## src/rtl/vram_dma_ctrl_pkg.sv

```systemverilog
// rtl/vram_dma_ctrl_pkg.sv - shared FSM encoding and DMAC register map
package vram_dma_ctrl_pkg;

  typedef enum logic [1:0] {
    IDLE = 2'd0,
    REQ  = 2'd1,
    XFER = 2'd2,
    REL  = 2'd3
  } dma_state_t;

  localparam logic [3:0] REG_BASE  = 4'h4;
  localparam logic [3:0] REG_COUNT = 4'h5;
  localparam logic [3:0] REG_MODE  = 4'h8;
  localparam int         MODE_EN_BIT = 2;

endpackage

```

## src/rtl/vram_dma_ctrl_regfile.sv

```systemverilog
// rtl/vram_dma_ctrl_regfile.sv - CPU-visible base/count/mode registers with byte flip-flop
module dmac_regfile
  import vram_dma_ctrl_pkg::*;
#(
  parameter logic [15:0] DEF_BASE  = 16'hF300,
  parameter logic [13:0] DEF_COUNT = 14'd2999
) (
  input  logic        CLK,
  input  logic        RST,
  input  logic        dmac_we,
  input  logic [3:0]  adr,
  input  logic [7:0]  data,
  output logic [15:0] base,
  output logic [13:0] count,
  output logic        enable
);

  logic byte_ff;

  // Mode bits riding in the top of the count high byte are discarded.
  always_ff @(posedge CLK) begin
    if (RST) begin
      base    <= DEF_BASE;
      count   <= DEF_COUNT;
      enable  <= 1'b1;
      byte_ff <= 1'b0;
    end else if (dmac_we) begin
      case (adr)
        REG_BASE: begin
          if (byte_ff) base[15:8] <= data;
          else         base[7:0]  <= data;
          byte_ff <= ~byte_ff;
        end
        REG_COUNT: begin
          if (byte_ff) count[13:8] <= data[5:0];
          else         count[7:0]  <= data;
          byte_ff <= ~byte_ff;
        end
        REG_MODE: begin
          enable  <= data[MODE_EN_BIT];
          byte_ff <= 1'b0;
        end
        default: ;
      endcase
    end
  end

endmodule

```

## src/rtl/vram_dma_ctrl.sv

```systemverilog
// rtl/vram_dma_ctrl.sv - video row DMA: bus request FSM, address/count tracking, row buffer writes
module vram_dma_ctrl
  import vram_dma_ctrl_pkg::*;
#(
  parameter int          ROW_BYTES = 120,
  parameter logic [15:0] DEF_BASE  = 16'hF300,
  parameter logic [13:0] DEF_COUNT = 14'd2999
) (
  input  logic        CLK,
  input  logic        RST,
  input  logic        dmac_we,
  input  logic [3:0]  adr,
  input  logic [7:0]  data,
  input  logic        row_req,
  input  logic        frame_start,
  output logic        busreq,
  input  logic        busack,
  output logic [16:0] ram_adr,
  output logic        row_we,
  output logic [6:0]  row_adr,
  output logic        tc,
  output logic        overrun
);

  localparam logic [6:0] LAST_IDX = 7'(ROW_BYTES - 1);

  dma_state_t  state, state_nxt;
  logic [15:0] base, cur_adr;
  logic [13:0] count, remaining;
  logic        enable, pending, reload_pend;
  logic        do_reload, start, last_byte;

  dmac_regfile #(
    .DEF_BASE  (DEF_BASE),
    .DEF_COUNT (DEF_COUNT)
  ) u_regfile (
    .CLK     (CLK),
    .RST     (RST),
    .dmac_we (dmac_we),
    .adr     (adr),
    .data    (data),
    .base    (base),
    .count   (count),
    .enable  (enable)
  );

  assign ram_adr = {1'b0, cur_adr};

  // A reload seen in IDLE takes effect before the start decision of that same cycle.
  always_comb begin
    do_reload = (state == IDLE) && (frame_start || reload_pend);
    start     = (row_req || (pending && !do_reload)) && enable && (do_reload || !tc);
    last_byte = (row_adr == LAST_IDX) || (remaining == 14'd0);
  end

  always_ff @(posedge CLK) begin
    if (RST) state <= IDLE;
    else     state <= state_nxt;
  end

  always_comb begin
    state_nxt = state;
    busreq    = 1'b0;
    row_we    = 1'b0;
    case (state)
      IDLE: if (start) state_nxt = REQ;
      REQ: begin
        busreq = 1'b1;
        if (busack) state_nxt = XFER;
      end
      XFER: begin
        busreq = 1'b1;
        row_we = 1'b1;
        if (last_byte) state_nxt = REL;
      end
      REL:     if (!busack) state_nxt = IDLE;
      default: state_nxt = IDLE;
    endcase
  end

  always_ff @(posedge CLK) begin
    if (RST) begin
      cur_adr     <= DEF_BASE;
      remaining   <= DEF_COUNT;
      tc          <= 1'b0;
      overrun     <= 1'b0;
      pending     <= 1'b0;
      reload_pend <= 1'b0;
      row_adr     <= 7'd0;
    end else begin
      if (do_reload) begin
        cur_adr     <= base;
        remaining   <= count;
        tc          <= 1'b0;
        overrun     <= 1'b0;
        reload_pend <= 1'b0;
      end else if (frame_start && state != IDLE) begin
        reload_pend <= 1'b1;
      end

      if (state == XFER) begin
        cur_adr <= cur_adr + 16'd1;
        if (remaining == 14'd0) tc <= 1'b1;
        else                    remaining <= remaining - 14'd1;
        row_adr <= last_byte ? 7'd0 : row_adr + 7'd1;
      end

      // One request can queue behind the active burst; a second one is lost.
      if (state == IDLE) begin
        if (do_reload || start) pending <= 1'b0;
      end else if (row_req && enable && !tc) begin
        if (pending) overrun <= 1'b1;
        else         pending <= 1'b1;
      end
    end
  end

endmodule

```

## config.mk

```make
export PLATFORM = sky130hd
export DESIGN_NAME = vram_dma_ctrl
export DESIGN_NICKNAME = d
export VERILOG_FILES = /design/src/rtl/vram_dma_ctrl_pkg.sv /design/src/rtl/vram_dma_ctrl_regfile.sv /design/src/rtl/vram_dma_ctrl.sv
export SDC_FILE = /design/constraint.sdc
export NUM_CORES = 1
export LEC_CHECK = 0
export ABC_CLOCK_PERIOD_IN_PS = 2710
export CAP_MARGIN = 10
export CELL_PAD_IN_SITES_DETAIL_PLACEMENT = 0
export CELL_PAD_IN_SITES_GLOBAL_PLACEMENT = 2
export CORE_UTILIZATION = 34
export CTS_BUF_LIST = sky130_fd_sc_hd__clkbuf_2 sky130_fd_sc_hd__clkbuf_4 sky130_fd_sc_hd__clkbuf_8
export CTS_CLUSTER_SIZE = 20
export DETAILED_ROUTE_END_ITERATION = 8
export HOLD_SLACK_MARGIN = 0.06
export PLACE_DENSITY = 0.9
export SLEW_MARGIN = 20
export SYNTH_ARGS = -nofsm -noshare
export SYNTH_HDL_FRONTEND = slang
export SYNTH_SLANG_ARGS = --single-unit
export TNS_END_PERCENT = 50
```

## constraint.sdc

```tcl
create_clock -name CLK -period 2.71 [get_ports CLK]
set_input_delay 0.4065 -clock CLK [delete_from_list [all_inputs] [get_ports CLK]]
set_output_delay 0.4065 -clock CLK [all_outputs]
set_load 0.05 [all_outputs]
```

* After elaboration in Yosys (flattened, before gate mapping)
Index checks and enable logic that the tools add are counted.
** Storage, ports and cells
- Register bits :: 75
- Output and inout bits :: 28
- Word-level logic and storage cells :: 85
- Input port bits :: 18
** Cells by class
- Add/sub/neg operators :: 3
- Reduce and logical (&&, ||, !) cells :: 31
- Eq/ne operators :: 12
- Multiplexer cells :: 24
- Bitwise operators :: 1
** Operator list (number)
- 14-bit two-way mux :: 3
- 16-bit two-way mux :: 2
- 16-bit by 1-bit adder with 16-bit output (second input constant) :: 1
- 14-bit logical NOT :: 1
- 14-bit by 1-bit subtractor with 14-bit output (second input constant) :: 1
- 1-bit two-way mux :: 12
- 3-bit AND reduction :: 4
- 4-bit by 3-bit equality test with 1-bit output (second input constant) :: 2
- 2-bit two-way mux :: 4
- 2-bit inequality test (second input constant) :: 4
- 2-bit case mux with 4 select lines :: 1
- 2-bit nonzero test :: 4
- 7-bit by 1-bit adder with 7-bit output (second input constant) :: 1
- 7-bit equality test (second input constant) :: 1
- 1-bit logical AND :: 7
- 7-bit two-way mux :: 1
- 2-bit AND reduction :: 3
- 2-bit OR reduction :: 3
- 1-bit logical OR :: 5
- 2-bit equality test (second input constant) :: 2
- 4-bit equality test (second input constant) :: 1
- 4-bit AND reduction :: 1
- 2-bit by 1-bit equality test with 1-bit output (second input constant) :: 1
- 1-bit logical NOT :: 2
- 4 further kinds :: 4

* Logic depth before layout (Yosys ltp)
Gate-level depths: netlist of run 1.
- Depth in word-level cells :: 10
- Gate-level depth with buffers :: 9
- Depth with buffers taken out :: 7

* Modules after synthesis
From an unflattened synthesis of run 1, not the netlist that was laid out.
** Second synthesis, totals
- Cell total of the unflattened synthesis :: 471
- Area, all modules :: 3915.0 sq um
** Modules (own cells, without submodules)
- vram_dma_ctrl :: area an instance 2542.4 sq um, times used 1, cells each 337, seq. area each 860.8 sq um
- dmac_regfile :: area an instance 1372.6 sq um, times used 1, cells each 134, seq. area each 640.6 sq um

* Worst setup path after synthesis of run 1
Ideal clock, no wire load.
- Path kind :: register -> register
- From :: register cur_adr[2]
- To :: register cur_adr[15]
- Path buffers :: 0
- Setup slack :: 637 ps
- Library setup time :: 75 ps
- Data required time :: 2635 ps
- Clock period less this slack :: 2073 ps
- Cell stages (with the launch flop) :: 6
- Arrival time :: 1998 ps
- Path through :: dfxtp_1 nand3_1 nor4_1 nand3_1 xor2_1 a31oi_1
** On the way
- Word-level cells in the longest chain between the ends :: 2
** RTL lines
- start, declared :: RTL line vram_dma_ctrl.sv:28 : logic [15:0] base, cur_adr;
- start signal, assigned :: RTL line vram_dma_ctrl.sv:92 : cur_adr <= base;
- start signal, assigned :: RTL line vram_dma_ctrl.sv:102 : cur_adr <= cur_adr + 16'd1;
- 16-bit by 1-bit adder with 16-bit output :: RTL line vram_dma_ctrl.sv:102
- 16-bit two-way mux :: RTL line vram_dma_ctrl.sv:101 : if (state == XFER) begin
Every way passes these cells.
A chain may end at the register's enable or synchronous reset.

* Worst setup path after layout of run 1
- From :: register remaining[0]
- To :: register state[1]
** On the way
- Word-level cells in the longest chain between the ends :: 4
** RTL lines
- start, declared :: RTL line vram_dma_ctrl.sv:29 : logic [13:0] count, remaining;
- start signal, assigned :: RTL line vram_dma_ctrl.sv:93 : remaining <= count;
- start signal, assigned :: RTL line vram_dma_ctrl.sv:104 : else remaining <= remaining - 14'd1;
- 14-bit logical NOT :: RTL line vram_dma_ctrl.sv:53 : last_byte = (row_adr == LAST_IDX) || (remaining == 14'd0);
- 1-bit logical OR :: RTL line vram_dma_ctrl.sv:53
- 2-bit inequality test (no source line)
- 4-bit AND reduction (no source line)
- end signal, assigned :: RTL line vram_dma_ctrl.sv:58 : else state <= state_nxt;
- end, declared :: RTL line vram_dma_ctrl.sv:27 : dma_state_t state, state_nxt;
Every way passes these cells.

==> results of run 1 <==
[final timing paths]
path                      startpoint  slack (ns)  depth (start not counted)                    end
min reg2reg       overrun$_SDFF_PP0_        0.45                          2     overrun$_SDFF_PP0_
max reg2reg  remaining[0]$_SDFF_PP1_        0.30                          7  state[1]$_SDFFE_PP0P_
min               overrun$_SDFF_PP0_        0.45                          2     overrun$_SDFF_PP0_
max          remaining[0]$_SDFF_PP1_        0.30                          7  state[1]$_SDFFE_PP0P_
[stage by stage]
step	hold WS, ns	instance area (sq um)	setup slack (ns)
2_1_floorplan	0.433	3690	0.637
3_3_place_gp	0.441	4320	0.341
3_5_place_dp	0.449	4320	0.318
4_1_cts	0.459	4540	0.288
5_1_grt	0.471	4540	0.129
6_report	0.455	4540	0.295
[layout by cell type, fill, tap and decap left out, types with 7 or more instances in the layout]
cell type        instances
mux2i_1                 25
a21oi_1                 23
nor3_1                  11
nand3_1                 22
inv_1                    8
clkbuf_8                11
dfxtp_1                 75
buf_4                   14
o21ai_0                 25
ha_1                     7
clkdlybuf4s50_1         42
nand2_1                 65
nor2_1                  46
a31oi_1                 10
[kinds of logic after synthesis]
logic type | share of synthesized area
muxes | 0.0740
and+or+nand+nor | 0.248
xor gates and xnor gates | 0.00950
other | 0.00102
buffers and inverters | 0.0339
AOI/OAI and AO/OA | 0.202
DFF | 0.407
adders and majority gates | 0.0238
[worst max-delay path, stage by stage (launching register included)]
cell	delay (ns)
dfxtp_1	0.36
inv_1	0.07
ha_1	0.20
nor3b_1	0.65
a41oi_2	0.34
a221oi_2	0.39
mux2i_1	0.22
nor2_1	0.05
[per-layer routing]
| layer | track usage | part of all wire | vias up |
|---|---|---|---|
| li1 | - | - | 1705 |
| met2 | 0.318 | 0.47 | 86 |
| met3 | 0.0399 | 0.038 | 14 |
| met5 | 0 | 0 | - |
| met4 | 0.0605 | 0.016 | 0 |
| met1 | 0.244 | 0.48 | 1667 |
[sequential cells by signal, summed over array words and instances (netlist names)]
signal	count
cur_adr	16
u_regfile.base	16
remaining	14
u_regfile.count	14
row_adr	7
state	2
overrun	1
pending	1
reload_pend	1
tc	1
u_regfile.byte_ff	1
u_regfile.enable	1
[where the power goes]
part	total [mW]	switching [mW]	leakage [nW]	internal [mW]
clock	0.994	0.429	0.115	0.564
sequential	1.32	0.118	0.608	1.20
combinational	1.34	0.874	0.951	0.461
[area by class of cell]
type | count | area (sq um)
Sequential cell | 75 | 1500
Clock inverter | 4 | 73.8
Tap cell | 136 | 170
Multi-Input combinational cell | 335 | 2060
Inverter | 9 | 33.8
Clock buffer | 11 | 151
Fill cell | 1053 | 5870
Timing Repair Buffer | 58 | 551
[synthesized netlist by cell type (3+ instances only)]
| master | count | area, sq um |
|---|---|---|
| a211oi_1 | 5 | 37.5 |
| nor2_1 | 46 | 173 |
| o21ai_0 | 25 | 125 |
| inv_1 | 8 | 30.0 |
| a31oi_1 | 10 | 62.6 |
| o21ai_1 | 5 | 25.0 |
| nand2_1 | 65 | 244 |
| a21o_1 | 5 | 37.5 |
| and3_1 | 5 | 31.3 |
| dfxtp_1 | 75 | 1500 |
| or3b_2 | 3 | 26.3 |
| nor4_2 | 4 | 50.1 |
| nor3b_1 | 5 | 37.5 |
| clkbuf_1 | 18 | 67.6 |
| or3_1 | 3 | 18.8 |
| a21oi_1 | 23 | 115 |
| o211ai_1 | 3 | 22.5 |
| a221oi_1 | 5 | 43.8 |
| nand3_1 | 22 | 110 |
| nand3b_1 | 3 | 22.5 |
| a22oi_1 | 4 | 30.0 |
| mux2i_1 | 25 | 250 |
| ha_1 | 7 | 87.6 |
| nor3_1 | 11 | 55.1 |
| nand4b_1 | 3 | 26.3 |
==> qor.yml, run 1 <==
yosys:
  ys.flop_type: "dfxtp_1"
  yosysWarnings: 0
  synth.distinct_cells: 63
  syn_avg_cell_area_sq_um: 8.36
  synth_edf_count: 0
  synth_fp_nets: 466
  syn_area_sq_um: 3690
  synth_cells: 441
  async_flop_share: 0
  synth_seq_cells: 75
  seq_area_frac_synth: 0.407
timing:
  rsz0062_at_grt: "no"
  period_needed_ns: 2.41
  setup_viol_count_final: 0
  slew_violations: 0
  clock_skew_ns: 0.00918
  tightest_slew_ns: 0.759
  setup-tns-final_ns: 0
  max_freq_mhz: 414
  max_slew_margin: 0.493
  fin_crit_sh: 0.891
  hold_violations: 0
die:
  ioPinCount: 46
  die_area_sq_um: 11300
  fp.dieW_um: 106
  initial_utilization: 0.354
  die_h_um: 106
  rows: 37
  core_sq_um: 10400
outcome:
  status: "complete, no violations"
clock_network:
  cts_buffer_depth: 2
  insertion_delay_ns: 0.35
  cts.repair.resized: 0
  cts_sinks: 75
  ctsHoldBuffers: 0
  numCtsBuffers: 9
  htree_num_levels: 3
  clkTransAtPathRegs_ns: 0.08
  root_buffer: "clkbuf_8"
  cts_setup_buffers: 0
  cts_tree: "done"
routing:
  wl_per_cell_um: 16.6
  drc: 0
  drt_iter0_drc: 129
  firstDrtPassIters: 4
  routed_via_density: 5.53
  wl_um: 10400
  num_vias: 3472
  drtAntennaViolNets: 0
layout:
  fin_nets: 513
  layout.cells.non_filler: 628
  n_antenna_cell: 0
  syn2layout_area_growth_pct: 23.2
  drive_gt1_frac: 0.0976
  postLayoutCoreUtil: 0.436
hold_path:
  hp-class: "reg2reg"
global_routing:
  antenna_found_initial: 0
  grt_pass1_vias: 3226
  grt_pass1_wl_um: 16700
  gr-usage-all-layers: 0.191
  gr-total-overflow: 0
  grt_max_degree: 49
power_and_ir_drop:
  ir_drop_mv: 0.397
  total_power_mw: 3.65
  leakage_nw: 1.67
  p_per_area_nw_per_um2: 803
critical_path:
  crit_arrival_ns: 2.64
  crit_path_max_fanout: 6
  cp_data_required_time_ns: 2.94
  endpoint_kind: "register"
  worstSetupPathType: "reg2reg"
  cp-start-kind: "register"
run:
  max_cap_violations: 0
placement:
  dp_hpwl_um: 7210
  finalWeightedCongestion: 0.807
  dp.cells: 613
  portBuffers: 44
No activity file was read; power rests on OpenSTA's default activity.
==> run 2, diff against run 1 <==
- CAP_MARGIN: 10 -> default
==> results of run 2 <==
Final layout, timing and power as in run 1 (identical DEF).
